<file path="src/rtl/display_pkg.sv">
// Shared types and constants for the four-digit display scanner.
// Used by display_scan_mux and its divider sub-module.
package display_pkg;

    localparam int NDIG = 4;

    typedef logic [3:0] digit_t;
    typedef logic [1:0] sidx_t;

    localparam logic [3:0] AN_OFF = 4'b1111;

    // Active-low one-hot anode pattern for a scan position
    function automatic logic [3:0] an_sel(input sidx_t s);
        return ~(4'b0001 << s);
    endfunction

endpackage

</file>
<file path="src/rtl/tick_div.sv">
// Free-running divider: counts 0..DIV-1, wraps, and flags the terminal
// count as a single-cycle tick.
module tick_div #(
    parameter int DIV = 50000
) (
    input  logic clk,
    input  logic rst_n,
    output logic tick
);

    localparam int W = (DIV > 2) ? $clog2(DIV) : 1;

    logic [W-1:0] cnt_q;
    logic [W-1:0] cnt_d;

    assign tick = (cnt_q == W'(DIV - 1));

    // Next count: wrap to zero on the terminal count
    always_comb begin
        cnt_d = tick ? '0 : cnt_q + W'(1);
    end

    // Count register
    always_ff @(posedge clk or negedge rst_n) begin
        if (!rst_n) cnt_q <= '0;
        else        cnt_q <= cnt_d;
    end

endmodule

</file>
<file path="src/rtl/display_scan_mux.sv">
// Four-digit multiplexed display scanner with shift-in digit buffer.
// Optional macro LEADING_BLANK_EN blanks positions not yet entered.
module display_scan_mux
    import display_pkg::*;
#(
    parameter int REFRESH_DIV = 50000
) (
    input  logic       clk,
    input  logic       rst_n,
    input  logic       wr_en,
    input  logic [3:0] wr_hex,
    input  logic       clr,
    output logic [3:0] hex_out,
    output logic [3:0] an_n,
    output logic [2:0] ndig
);

    digit_t [NDIG-1:0] d_q, d_d;
    logic   [2:0]      ndig_q, ndig_d;
    sidx_t             sidx_q, sidx_d;
    digit_t            hex_q, hex_d;
    logic   [3:0]      an_q, an_d;
    logic              tick;
    logic              blank;

    tick_div #(
        .DIV (REFRESH_DIV)
    ) u_div (
        .clk   (clk),
        .rst_n (rst_n),
        .tick  (tick)
    );

    // Digit buffer and count: clear beats write, count saturates at NDIG
    always_comb begin
        d_d    = d_q;
        ndig_d = ndig_q;
        if (clr) begin
            d_d    = '0;
            ndig_d = '0;
        end else if (wr_en) begin
            d_d = {d_q[NDIG-2:0], digit_t'(wr_hex)};
            if (ndig_q != 3'(NDIG)) ndig_d = ndig_q + 3'd1;
        end
    end

    // Scan position advances once per divider tick
    always_comb begin
        sidx_d = tick ? sidx_q + sidx_t'(1) : sidx_q;
    end

`ifdef LEADING_BLANK_EN
    assign blank = (sidx_q != '0) && ({1'b0, sidx_q} >= ndig_q);
`else
    assign blank = 1'b0;
`endif

    // Output register inputs: selected nibble and its anode pattern
    always_comb begin
        hex_d = d_q[sidx_q];
        an_d  = blank ? AN_OFF : an_sel(sidx_q);
    end

    // State and registered pin drivers
    always_ff @(posedge clk or negedge rst_n) begin
        if (!rst_n) begin
            d_q    <= '0;
            ndig_q <= '0;
            sidx_q <= '0;
            hex_q  <= '0;
            an_q   <= AN_OFF;
        end else begin
            d_q    <= d_d;
            ndig_q <= ndig_d;
            sidx_q <= sidx_d;
            hex_q  <= hex_d;
            an_q   <= an_d;
        end
    end

    assign hex_out = hex_q;
    assign an_n    = an_q;
    assign ndig    = ndig_q;

endmodule

</file>
<file path="config.mk">
export PLATFORM = sky130hd
export DESIGN_NAME = display_scan_mux
export DESIGN_NICKNAME = d
export VERILOG_FILES = /design/src/rtl/display_pkg.sv /design/src/rtl/tick_div.sv /design/src/rtl/display_scan_mux.sv
export SDC_FILE = /design/constraint.sdc
export NUM_CORES = 1
export LEC_CHECK = 0
export ABC_AREA = 1
export CAP_MARGIN = 15
export CORE_MARGIN = 8
export CORE_UTILIZATION = 35
export CTS_BUF_LIST = sky130_fd_sc_hd__clkbuf_16
export CTS_CLUSTER_SIZE = 25
export DETAILED_ROUTE_END_ITERATION = 8
export SLEW_MARGIN = 0
export SYNTH_ARGS = -nofsm -noshare
export SYNTH_HDL_FRONTEND = slang
export SYNTH_SLANG_ARGS = --single-unit
export TNS_END_PERCENT = 5
</file>
<file path="constraint.sdc">
create_clock -name clk -period 2.3 [get_ports clk]
set_input_delay 0.345 -clock clk [delete_from_list [all_inputs] [get_ports clk]]
set_output_delay 0.345 -clock clk [all_outputs]
set_load 0.01 [all_outputs]
</file>
==> results.json, run 1 <==
{
  "start_kind": "flip-flop",
  "p_per_area_mw_per_mm2": 638,
  "route.antenna.remaining_nets": 0,
  "die_x_um": 93.6,
  "antenna_cells": 0,
  "hold_class": "primary input to async pin",
  "arrival_ns": 1.32,
  "fin_nets": 290,
  "ys_dominant_reg_cell": "dfrtp_1",
  "switching_power_uw": 357,
  "critPathBufInv": 1,
  "grt_first_pass_wirelength_mm": 7.29,
  "cts_max_level": 2,
  "finalWirelength_mm": 4.12,
  "n_fill_cell": 584,
  "pre_cts_ws_ns": 0.597,
  "track_usage": 0.102,
  "grt_max_degree": 22,
  "r2r_end": "u_div.cnt_q[0]",
  "vias": 1643,
  "fin_hold_ws_ns": 0.441,
  "fmax_mhz": 600,
  "tritoncts": "built",
  "fin_tns_setup_ns": 0,
  "syn_nets": 265,
  "seqPwrFrac": 0.512,
  "worstSetupPathType": "flip-flop to output port",
  "synth-seq-cells": 45,
  "slew-limit-headroom": 0.769,
  "tightest_slew_ns": 0.346,
  "synth_edf_count": 0,
  "reg2reg_from": "u_div.cnt_q[0]",
  "crit_end": "an_n[2]",
  "final_cells": 351,
  "combinationalPowerShare": 0.070,
  "final.setup.worst_slack_ns": 0.632,
  "worst_path_dominant_cell_family": "buffers and inverters",
  "grt-ovfl-total": 0,
  "worstSetupPathDepth": 1,
  "clock_skew_ns": 0.00502,
  "die_area_mm2": 0.00876,
  "yosys_warnings": 0,
  "die_h_um": 93.6,
  "layout_commonest_cell": "nand2_1",
  "crit_path_start": "an_n[2]",
  "path_clk_slew_ns": 0.06,
  "detail_route.first_pass.iterations": 4,
  "port_buffers": 18,
  "initial_utilization": 0.358,
  "rsz0062_at_grt": "no",
  "grt_pass1_vias": 1598,
  "placed_cell_area_mm2": 0.00238,
  "drv_slew": 0,
  "cts_setup_buffers": 0,
  "row_count": 28,
  "ctsHoldBuffers": 1,
  "crit_path_cell_trace": "clkdlybuf4s50_1",
  "yosys.area.top_type_share": 0.487,
  "worst_path_max_delay_cell": "clkdlybuf4s50_1",
  "fin_crit_ns": 1.67,
  "vdd_ir_drop_max_mv": 0.312,
  "yosysTopAreaCell": "dfrtp_1",
  "cp.required_ns": 1.96,
  "cts_buffer_depth": 2,
  "ioPinCount": 19,
  "synth_area_mm2": 0.00211,
  "p_int_mw": 1.26,
  "cts.sinks": 45,
  "finalSetupViolCount": 0,
  "drive_gt1_frac": 0.0797,
  "place.gp.congestion": 0.843,
  "wire_per_inst_um": 11.7,
  "cp-end-kind": "output port",
  "drt-initial-drc-count": 76,
  "slowest_delay_ns": 0.53,
  "ctsResizeCount": 0,
  "antenna_found_initial": 0,
  "design_area_mm2": 0.00254,
  "r2r_cells": 6,
  "cap_violations": 0,
  "via_per_inst": 4.68,
  "clkLatencyLatePin_ns": 0.28,
  "cts_root_buf": "clkbuf_16",
  "synthArstFlopShare": 1.00,
  "cts_inserted_buffers": 5,
  "p_clk_frac": 0.418,
  "r2r_slack_ns": 0.90,
  "syn_avg_cell_area_um2": 8.43,
  "status": "finished clean",
  "route.detailed.drc": 0,
  "post-route-period-util": 0.725,
  "area_growth_syn_to_layout_pct": 20.4,
  "synthTopCellsByArea": "dfrtp_1 49%, nand2_1 10%, nor2_1 5.7%",
  "layout_common_cells": "57 x nand2_1, 41 x dfrtp_1, 32 x nor2_1, 31 x inv_1, 20 x nand3_1",
  "dpl.cell_count": 342,
  "yosys.cell_types.count": 23,
  "p_leak_nw": 1.26,
  "postSynthCellCount": 250,
  "core_area_mm2": 0.00589,
  "yosysSeqAreaShare": 0.537,
  "switching_share": 0.220,
  "final_hold_viol_count": 0,
  "post-dp-hpwl_mm": 3.03,
  "critPathMaxFanout": 1
}
per-stage QoR:
step / power, mW / util
after floorplan: 0.886 / -
after global placement: 0.955 / 0.405
after detailed placement: 0.957 / 0.405
after CTS: 1.64 / 0.431
after global routing: 1.69 / 0.431
final: 1.62 / 0.431
state kept, by name, summed over array words and instances (netlist names):
name,count
an_n,4
d_q,16
hex_out,4
ndig,3
sidx_q,2
u_div.cnt_q,16
cells by family after synthesis:
logic type	share of synthesized area
AOI/OAI and AO/OA	0.0778
xor gates and xnor gates	0.0333
adders and majority gates	0.0416
buffers and inverters	0.0713
DFF	0.537
and+or+nand+nor	0.239
cell type report:
cell class / count / area, µm² / share of cell area
clock buffers: 5 / 125 / 0.0493
clock inverters: 3 / 17.5 / 0.00691
inverters: 34 / 128 / 0.0503
multi-input cells: 166 / 826 / 0.326
flip-flops and latches: 45 / 1130 / 0.446
well taps: 75 / 93.8 / 0.0370
repair buffers: 23 / 215 / 0.0849
per-layer routing:
metal  GRT usage  wire length, µm  up-vias
li1            -                -      842
met1       0.136             2020      757
met2       0.153             1850       39
met3      0.0296              211        5
met4      0.0357               38        0
met5           0                0        -
cell usage after synthesis, types with 2 or more instances:
| cell | count |
|---|---|
| dfrtp_1 | 41 |
| nor2_2 | 2 |
| o22ai_1 | 4 |
| o21ai_1 | 2 |
| nand3_1 | 20 |
| xor2_1 | 7 |
| clkbuf_1 | 2 |
| ha_1 | 7 |
| buf_2 | 3 |
| nor3_1 | 2 |
| nand4_1 | 5 |
| o21ai_0 | 16 |
| nor2_1 | 32 |
| nand2_1 | 57 |
| inv_2 | 3 |
| a21oi_1 | 7 |
| inv_1 | 31 |
| dfstp_2 | 4 |
worst min path at each step:
| stage | end | startpoint | slack (ns) | cells past startpoint |
|---|---|---|---|---|
| final | u_div.cnt_q[12] | rst_n | 0.44 | 2 |
| after global routing | u_div.cnt_q[8] | rst_n | 0.48 | 2 |
| after CTS | u_div.cnt_q[12] | rst_n | 0.44 | 2 |
| after detailed placement | u_div.cnt_q[12] | rst_n | 0.21 | 1 |
| after global placement | u_div.cnt_q[12] | rst_n | 0.22 | 1 |
| after floorplan | d_q[0] | rst_n | 0.05 | 0 |
power by group through the flow:
stage          sequential, mW  combinational [mW]  clock, mW
2_1_floorplan           0.845              0.0410          0
3_3_place_gp            0.843               0.112          0
3_5_place_dp            0.843               0.114          0
4_1_cts                 0.829               0.116      0.700
5_1_grt                 0.831               0.130      0.731
6_report                0.829               0.113      0.677
(Power assumes the default switching activity.)
==> run 2: changes to the inputs <==
clock period = 1.36 ns   (was 2.3 ns; I/O delays follow)
==> results.json, run 2 (synthesis results as in run 1) <==
{
  "status": "finished clean",
  "clkLatencyLatePin_ns": 0.29,
  "detail_route.first_pass.iterations": 4,
  "clock_skew_ns": 0.00916,
  "drv_slew": 0,
  "crit_path_cell_trace": "ha_2 > nand3_4 > inv_2 > nand2_1 > nor2_1 > nand2_1 > nand2_1 > inv_1",
  "vias": 1641,
  "row_count": 28,
  "tightest_slew_ns": 0.239,
  "grt_first_pass_wirelength_mm": 7.66,
  "initial_utilization": 0.358,
  "port_buffers": 18,
  "fin_crit_ns": 1.27,
  "regArea_mm2": 0.00113,
  "antenna_found_initial": 0,
  "drt-initial-drc-count": 69,
  "cts_buffer_depth": 2,
  "multiInputGateArea_um2": 848,
  "p_per_area_mw_per_mm2": 1110,
  "fin_hold_ws_ns": 0.417,
  "crit_path_frequent_cell": "nand2_1",
  "antenna_cells": 0,
  "p_clk_frac": 0.459,
  "p_leak_nw": 1.36,
  "fmax_mhz": 786,
  "n_fill_cell": 581,
  "reg_top3": "d_q x16, u_div.cnt_q x16",
  "cts.sinks": 45,
  "slowest_delay_ns": 0.37,
  "cap_violations": 0,
  "post-dp-hpwl_mm": 3.14,
  "combinationalPowerShare": 0.067,
  "post-route-period-util": 0.935,
  "via_per_inst": 4.56,
  "grt_pass1_vias": 1670,
  "worst_path_max_delay_cell": "dfrtp_1",
  "layout_common_cells": "56 x nand2_1, 41 x dfrtp_1, 32 x nor2_1, 31 x inv_1, 20 x nand3_1",
  "wire_per_inst_um": 11.9,
  "worstSetupPathType": "flip-flop to flip-flop",
  "die_area_mm2": 0.00876,
  "switching_share": 0.214,
  "die_h_um": 93.6,
  "worst_path_dominant_cell_family": "simple AND/OR/NAND/NOR gates",
  "cp.required_ns": 1.54,
  "seqPwrFrac": 0.474,
  "drive_gt1_frac": 0.119,
  "track_usage": 0.110,
  "power.total_mw": 2.95,
  "critPathBufInv": 2,
  "cp-end-kind": "flip-flop",
  "cts_inserted_buffers": 5,
  "ioPinCount": 19,
  "area_growth_syn_to_layout_pct": 26.1,
  "tritoncts": "built",
  "die_x_um": 93.6,
  "arrival_ns": 1.45,
  "vdd_ir_drop_max_mv": 0.712,
  "hold_class": "primary input to async pin",
  "route.detailed.drc": 0,
  "route.antenna.remaining_nets": 0,
  "cts_root_buf": "clkbuf_16",
  "r2r_slack_ns": 0.09,
  "final_hold_viol_count": 0,
  "cts_max_level": 2,
  "place.gp.congestion": 0.831,
  "start_kind": "flip-flop",
  "switching_power_uw": 631,
  "p_int_mw": 2.32,
  "grt_max_degree": 46,
  "slew-limit-headroom": 0.840,
  "grt-ovfl-total": 0,
  "path_clk_slew_ns": 0.06,
  "core_area_mm2": 0.00589,
  "finalWirelength_mm": 4.28,
  "finalSetupViolCount": 0,
  "critPathMaxFanout": 4,
  "fin_tns_setup_ns": 0,
  "fin_nets": 299,
  "layout_commonest_cell": "nand2_1",
  "rsz0062_at_grt": "no"
}
==> run 2: layer usage <==
layer  vias up  routed length [µm]  track usage
met5         -                   0            0
met1       756                2120        0.140
li1        852                   -            -
met3         5                 179       0.0345
met4         0                  44       0.0436
met2        28                1940        0.170
==> run 2: area by class of cell <==
cell class	count	area share
sequential	45	0.426
inverter	34	0.0480
clock buffer	5	0.0471
multi-input combinational	166	0.319
tap	75	0.0353
clock inverter	3	0.0155
timing repair buffer	32	0.109
==> run 2: power groups by stage <==
stage                     sequential [mW]  combinational [mW]  clock [mW]
after floorplan                      1.43              0.0694           0
after global routing                 1.40               0.226        1.45
after global placement               1.42               0.204           0
after CTS                            1.40               0.202        1.39
final                                1.40               0.198        1.36
after detailed placement             1.42               0.212           0
==> run 2: through the flow <==
step / util / cells / setup slack (ns) / cell area, µm²
floorplan: - / 250 / 0.146 / 2110
global placement: 0.419 / 351 / 0.0763 / 2460
detailed placement: 0.419 / 351 / 0.0278 / 2460
CTS: 0.447 / 360 / 0.00605 / 2630
global route: 0.451 / 360 / 0.00906 / 2660
finish: 0.451 / 360 / 0.0880 / 2660
==> run 2: final timing paths <==
| kind | startpoint | endpoint | depth (start not counted) |
|---|---|---|---|
| max | u_div.cnt_q[1] | u_div.cnt_q[12] | 8 |
| min | rst_n | u_div.cnt_q[12] | 3 |
| max reg2reg | u_div.cnt_q[1] | u_div.cnt_q[12] | 8 |
| min reg2reg | d_q[13] | d_q[13] | 2 |
| max in group asynchronous | rst_n | an_n[0] | 3 |
| min in group clk | wr_hex[2] | d_q[2] | 3 |
==> run 2: timing repair <==
| item | 4_1_cts | 5_1_grt |
|---|---|---|
| setup buffers | 0 | 0 |
| hold buffers | 1 | 0 |
| hold endpoints to repair | 41 | 0 |
| resized for setup | 9 | 7 |
| endpoints found under the setup margin | 9 | 14 |
==> run 2: worst register-to-register path, delay by kind of cell, from the launching register on <==
kind	cells	cell delay, ns
adder cells (fa/ha/maj)	1	0.22
buffers and inverters	2	0.13
flip-flops	1	0.37
AND/OR/NAND/NOR	5	0.47
